File: config.mk
export PLATFORM = sky130hd
export DESIGN_NAME = seg7_scan_driver
export DESIGN_NICKNAME = d
export VERILOG_FILES = /design/src/rtl/seg7_pkg.sv /design/src/rtl/seg7_decode.sv /design/src/rtl/seg7_scan_driver.sv
export SDC_FILE = /design/constraint.sdc
export NUM_CORES = 1
export LEC_CHECK = 0
export ABC_AREA = 1
export CORE_ASPECT_RATIO = 0.8
export CORE_MARGIN = 8
export CORE_UTILIZATION = 55
export DETAILED_ROUTE_END_ITERATION = 7
export HOLD_SLACK_MARGIN = 0.02
export PLACE_DENSITY = 0.86
export SLEW_MARGIN = 0
export SYNTH_ARGS = -nofsm -noshare
export SYNTH_HDL_FRONTEND = slang
export SYNTH_SLANG_ARGS = --single-unit
export TNS_END_PERCENT = 10
File: constraint.sdc
create_clock -name clk -period 4.1 [get_ports clk]
set_input_delay 0.82 -clock clk [delete_from_list [all_inputs] [get_ports clk]]
set_output_delay 0.82 -clock clk [all_outputs]
set_load 0.02 [all_outputs]
File: src/rtl/seg7_pkg.sv
// seg7_pkg: segment patterns, conversion FSM states and the double-dabble step shared by the scan driver.
package seg7_pkg;
  localparam logic [7:0] SEG_0     = 8'h3F;
  localparam logic [7:0] SEG_1     = 8'h06;
  localparam logic [7:0] SEG_2     = 8'h5B;
  localparam logic [7:0] SEG_3     = 8'h4F;
  localparam logic [7:0] SEG_4     = 8'h66;
  localparam logic [7:0] SEG_5     = 8'h6D;
  localparam logic [7:0] SEG_6     = 8'h7D;
  localparam logic [7:0] SEG_7     = 8'h07;
  localparam logic [7:0] SEG_8     = 8'h7F;
  localparam logic [7:0] SEG_9     = 8'h6F;
  localparam logic [7:0] SEG_BLANK = 8'h00;
  localparam logic [7:0] SEG_MINUS = 8'h40;
  typedef enum logic [1:0] {IDLE, CONV, DONE} state_t;
  // Layout {hundreds, tens, units, binary}: add-3 on large BCD nibbles, then shift left.
  function automatic logic [19:0] dd_step(input logic [19:0] v);
    logic [19:0] a;
    a = v;
    for (int i = 0; i < 3; i++)
      if (a[8+4*i +: 4] >= 4'd5) a[8+4*i +: 4] = a[8+4*i +: 4] + 4'd3;
    return {a[18:0], 1'b0};
  endfunction
endpackage

File: src/rtl/seg7_decode.sv
// seg7_decode: BCD digit plus blank flag to active-high segment pattern (dp always off).
module seg7_decode
  import seg7_pkg::*;
(
  input  logic [3:0] digit,
  input  logic       blank,
  output logic [7:0] seg
);
  always_comb begin
    seg = SEG_BLANK;
    if (!blank)
      case (digit)
        4'd0: seg = SEG_0;
        4'd1: seg = SEG_1;
        4'd2: seg = SEG_2;
        4'd3: seg = SEG_3;
        4'd4: seg = SEG_4;
        4'd5: seg = SEG_5;
        4'd6: seg = SEG_6;
        4'd7: seg = SEG_7;
        4'd8: seg = SEG_8;
        4'd9: seg = SEG_9;
        default: seg = SEG_BLANK;
      endcase
  end
endmodule

File: src/rtl/seg7_scan_driver.sv
// seg7_scan_driver: latches CPU output values, converts them to BCD by double-dabble and scans 4 digits.
// Define SIGNED_DISP_EN to show din as two's complement with a minus sign on digit 3.
module seg7_scan_driver
  import seg7_pkg::*;
#(
  parameter int SCAN_DIV = 50000
) (
  input  logic       clk,
  input  logic       rst,
  input  logic       load,
  input  logic [7:0] din,
  output logic [7:0] seg,
  output logic [3:0] an,
  output logic       busy
);
  localparam int CW = SCAN_DIV > 1 ? $clog2(SCAN_DIV) : 1;
  state_t state, state_nxt;
  logic [19:0] dd;
  logic [2:0] iter;
  logic [7:0] pend_val, din_mag, start_val, dec_seg;
  logic pending, start, consume, din_neg, start_neg, conv_neg, pend_neg, disp_neg, blank;
  logic [3:0] disp_h, disp_t, disp_u, dig;
  logic [CW-1:0] cnt;
  logic [1:0] idx;
`ifdef SIGNED_DISP_EN
  assign din_neg = din[7];
  assign din_mag = din[7] ? -din : din;
`else
  assign din_neg = 1'b0;
  assign din_mag = din;
`endif
  assign busy = state != IDLE;
  always_ff @(posedge clk) state <= rst ? IDLE : state_nxt;
  always_comb begin
    state_nxt = state;
    start = 1'b0;
    start_val = din_mag;
    start_neg = din_neg;
    case (state)
      IDLE: if (load || pending) begin
        start = 1'b1;
        start_val = load ? din_mag : pend_val;
        start_neg = load ? din_neg : pend_neg;
      end
      CONV: state_nxt = iter == 3'd7 ? DONE : CONV;
      DONE: begin
        start = pending;
        start_val = pend_val;
        start_neg = pend_neg;
        state_nxt = IDLE;
      end
      default: state_nxt = IDLE;
    endcase
    if (start) state_nxt = CONV;
  end
  // The pending slot is consumed whenever a conversion starts from it rather than from din.
  assign consume = start && (state != IDLE || !load);
  always_ff @(posedge clk) begin
    if (rst) begin
      pending <= 1'b0;
      pend_val <= '0;
      pend_neg <= 1'b0;
      dd <= '0;
      iter <= '0;
      conv_neg <= 1'b0;
      disp_h <= '0;
      disp_t <= '0;
      disp_u <= '0;
      disp_neg <= 1'b0;
    end else begin
      if (load && state != IDLE) begin
        pending <= 1'b1;
        pend_val <= din_mag;
        pend_neg <= din_neg;
      end else if (consume) pending <= 1'b0;
      if (start) begin
        dd <= {12'd0, start_val};
        iter <= '0;
        conv_neg <= start_neg;
      end else if (state == CONV) begin
        dd <= dd_step(dd);
        iter <= iter + 3'd1;
      end
      if (state == DONE) begin
        disp_h <= dd[19:16];
        disp_t <= dd[15:12];
        disp_u <= dd[11:8];
        disp_neg <= conv_neg;
      end
    end
  end
  assign dig = idx == 2'd0 ? disp_u : idx == 2'd1 ? disp_t : disp_h;
  assign blank = idx == 2'd1 ? (disp_h == 4'd0 && disp_t == 4'd0) : (idx == 2'd2 && disp_h == 4'd0);
  seg7_decode u_dec (
    .digit(dig),
    .blank(blank),
    .seg  (dec_seg)
  );
  always_ff @(posedge clk) begin
    if (rst) begin
      cnt <= '0;
      idx <= '0;
      seg <= SEG_BLANK;
      an <= '0;
    end else begin
      cnt <= cnt == CW'(SCAN_DIV - 1) ? '0 : cnt + 1'b1;
      if (cnt == CW'(SCAN_DIV - 1)) idx <= idx + 2'd1;
      an <= 4'b0001 << idx;
      seg <= idx == 2'd3 ? (disp_neg ? SEG_MINUS : SEG_BLANK) : dec_seg;
    end
  end
endmodule

==> run metrics <==
status=completed; gr ovfl total=0; Setup Buffers After CTS=0; Syn Nets=555; Slew @ Worst Pin=831.9 ps; ANT cells=0; die area=9496 um2; cell area after synthesis=3641 um2; layout cells sized above 1=5.216%; initial DRC count=224; Slew Viols, Final=0; CP Class=reg -> out; Clock Skew=6.048 ps; gpl congestion=0.9036; vias in the first global route=3037; # rows=26; Final ANT Viol Nets=0; Seq cells post-synth=75; drt via density=5.189; Slew HR=44.48%; drt total wl=7465 um; Top delay family on crit path=buffers and inverters; Setup TNS Final=0 ps; RSZ-0062 raised after global routing=no; Port Buf Inserts=22; Final min period=2542 ps; Pwr per Cell Area=361.5 nW/um2; synth top area cells=dfxtp_1 41%, nand2_1 12%, nor2_1 7.4%, a21oi_1 7.3%, o21ai_0 7.0%; cell taking the most area after synthesis=dfxtp_1; final hold vios=0; worst path cell trace=inv_2, nand2_2, clkdlybuf4s50_1; final setup vio count=0; WL per Instance=11.66 um; average size of a mapped cell=6.896 um2; Place WS=1551 ps; io pins=24; PnR worst setup slack=1558 ps; drt pass-1 iters=5; root buffer cell=clkbuf_8; leakage=1.789 nW; Req. time, crit path=3280 ps; htree depth=3; clock sinks=75; Non-Filler Instances=640; HP Class=reg -> reg; clock-pin slew on the worst setup and hold paths=80 ps; max cap viols=0; commonest non-fill, non-tap cell in the layout=nand2_1; crit path DAT=1720 ps; GRT Max-Usage Layer=met2; post-synth top area share=41.24%; DRC viols=0; overall routing resource usage=16.57%; hold_buf cts=0; Yosys warning count=0; fin crit share=62.01%; CTS tree=yes; initial core utilization=56.81%; Layout area overhead=13.26%; cts bufs inserted=9; fraction of met3 tracks used by global routing=5.095%; Core Box Area=6409 um2; Die H=88.78 um; dpl hpwl=5315 um; maximum VDD drop=0.0002254 V; initial antenna violation count=0; Max Clk Rate=393.3 MHz; DR vias=3321; worst-case clock buffer depth=2; largest net degree at the start of global routing=28; placed insts=624; most frequent cells in the layout=115 x nand2_1, 75 x dfxtp_1, 72 x nor2_1; met2 Use GR=27.89%; sequential fraction of the synthesis area=41.24%; Critical-path top delay cell=clkdlybuf4s50_1; Unique masters post-synth=24; CP Capture Type=primary output; largest stage delay on the critical path=630 ps; worst skew pair latency=350 ps; Final #Nets=578; crit-path max FO=8; global-route wire length before repair=12990 um; Post-Synthesis Cells=528; startpoint type of the worst setup path=flip-flop; crit path buf inv count=2; chip width=107.0 um; met1 Track Usage GR=19.89%; post-cts repair resize count=0
[registers in the layout, indices dropped and copies added (netlist names), 3 cells and up]
signal	flops
dd	20
disp_h	4
cnt	16
disp_t	4
an	4
seg	7
pend_val	8
iter	3
disp_u	4
[logic make-up after synthesis]
kind of cell	Yosys count	share of synthesized area, %
AOI/OAI and AO/OA	106	15.05
xor gates and xnor gates	9	2.165
adders and majority gates	16	5.498
buffers and inverters	76	8.110
DFF	75	41.24
other	1	0.1030
and+or+nand+nor	245	27.83
[worst reg2reg max path, cell delays in order (launching register included)]
cell	delay [ps]
dfxtp_1	370
inv_1	160
ha_1	230
inv_1	130
or2_2	290
nand2_1	190
inv_1	140
ha_1	310
nand2_1	70
nand3_1	70
nand2_1	60
inv_1	30
[power breakdown]
part	switching, mW	internal [mW]
clock network	0.276	0.297
registers	0.0166	0.755
logic	0.0913	0.0542
total	0.384	1.11
[synth_stat cells]
cell type	instances
nand2_1	115
dfxtp_1	75
nor2_1	72
inv_1	61
a21oi_1	53
o21ai_0	51
nand3_1	30
ha_1	16
nor3_1	12
xor2_1	9
nand4_1	7
clkbuf_1	6
nand2_2	4
inv_2	3
or2_2	3
buf_2	2
buf_4	2
a22oi_4	1
buf_1	1
clkinv_1	1
conb_1	1
nand3b_1	1
nor2_2	1
o22ai_1	1
[cell type report]
class | instances | area (um2)
Fill cell | 559 | 2285
Tap cell | 84 | 105.1
Inverter | 65 | 244.0
Sequential cell | 75 | 1501
Multi-Input combinational cell | 377 | 1844
Clock buffer | 10 | 137.6
Timing Repair Buffer | 23 | 227.7
Clock inverter | 6 | 63.81
[metal layers]
| layer | vias up | wire length [um] |
|---|---|---|
| met5 | - | 0 |
| li1 | 1747 | - |
| met3 | 6 | 361 |
| met2 | 93 | 3450 |
| met1 | 1475 | 3586 |
| met4 | 0 | 65 |
[through the flow]
step	area [um2]	total power, mW	hold slack (ps)	util, %
CTS	4124	1.502	450.5	64.35
finish	4124	1.491	448.1	64.35
floorplan	3641	0.8899	417.3	-
detailed placement	3923	0.9330	438.9	61.21
global placement	3923	0.9278	431.4	61.21
global route	4124	1.565	478.4	64.35
[path summary, 6_finish.rpt]
check	from	end	slack, ps	depth (start not counted)
worst max-delay path	state[1]	busy	1560	3
worst min-delay path	cnt[0]	cnt[0]	450	1
worst max register to register	idx[0]	seg[3]	1930	11
worst min register to register	cnt[0]	cnt[0]	450	1
No activity file was read; power rests on OpenSTA's default activity.
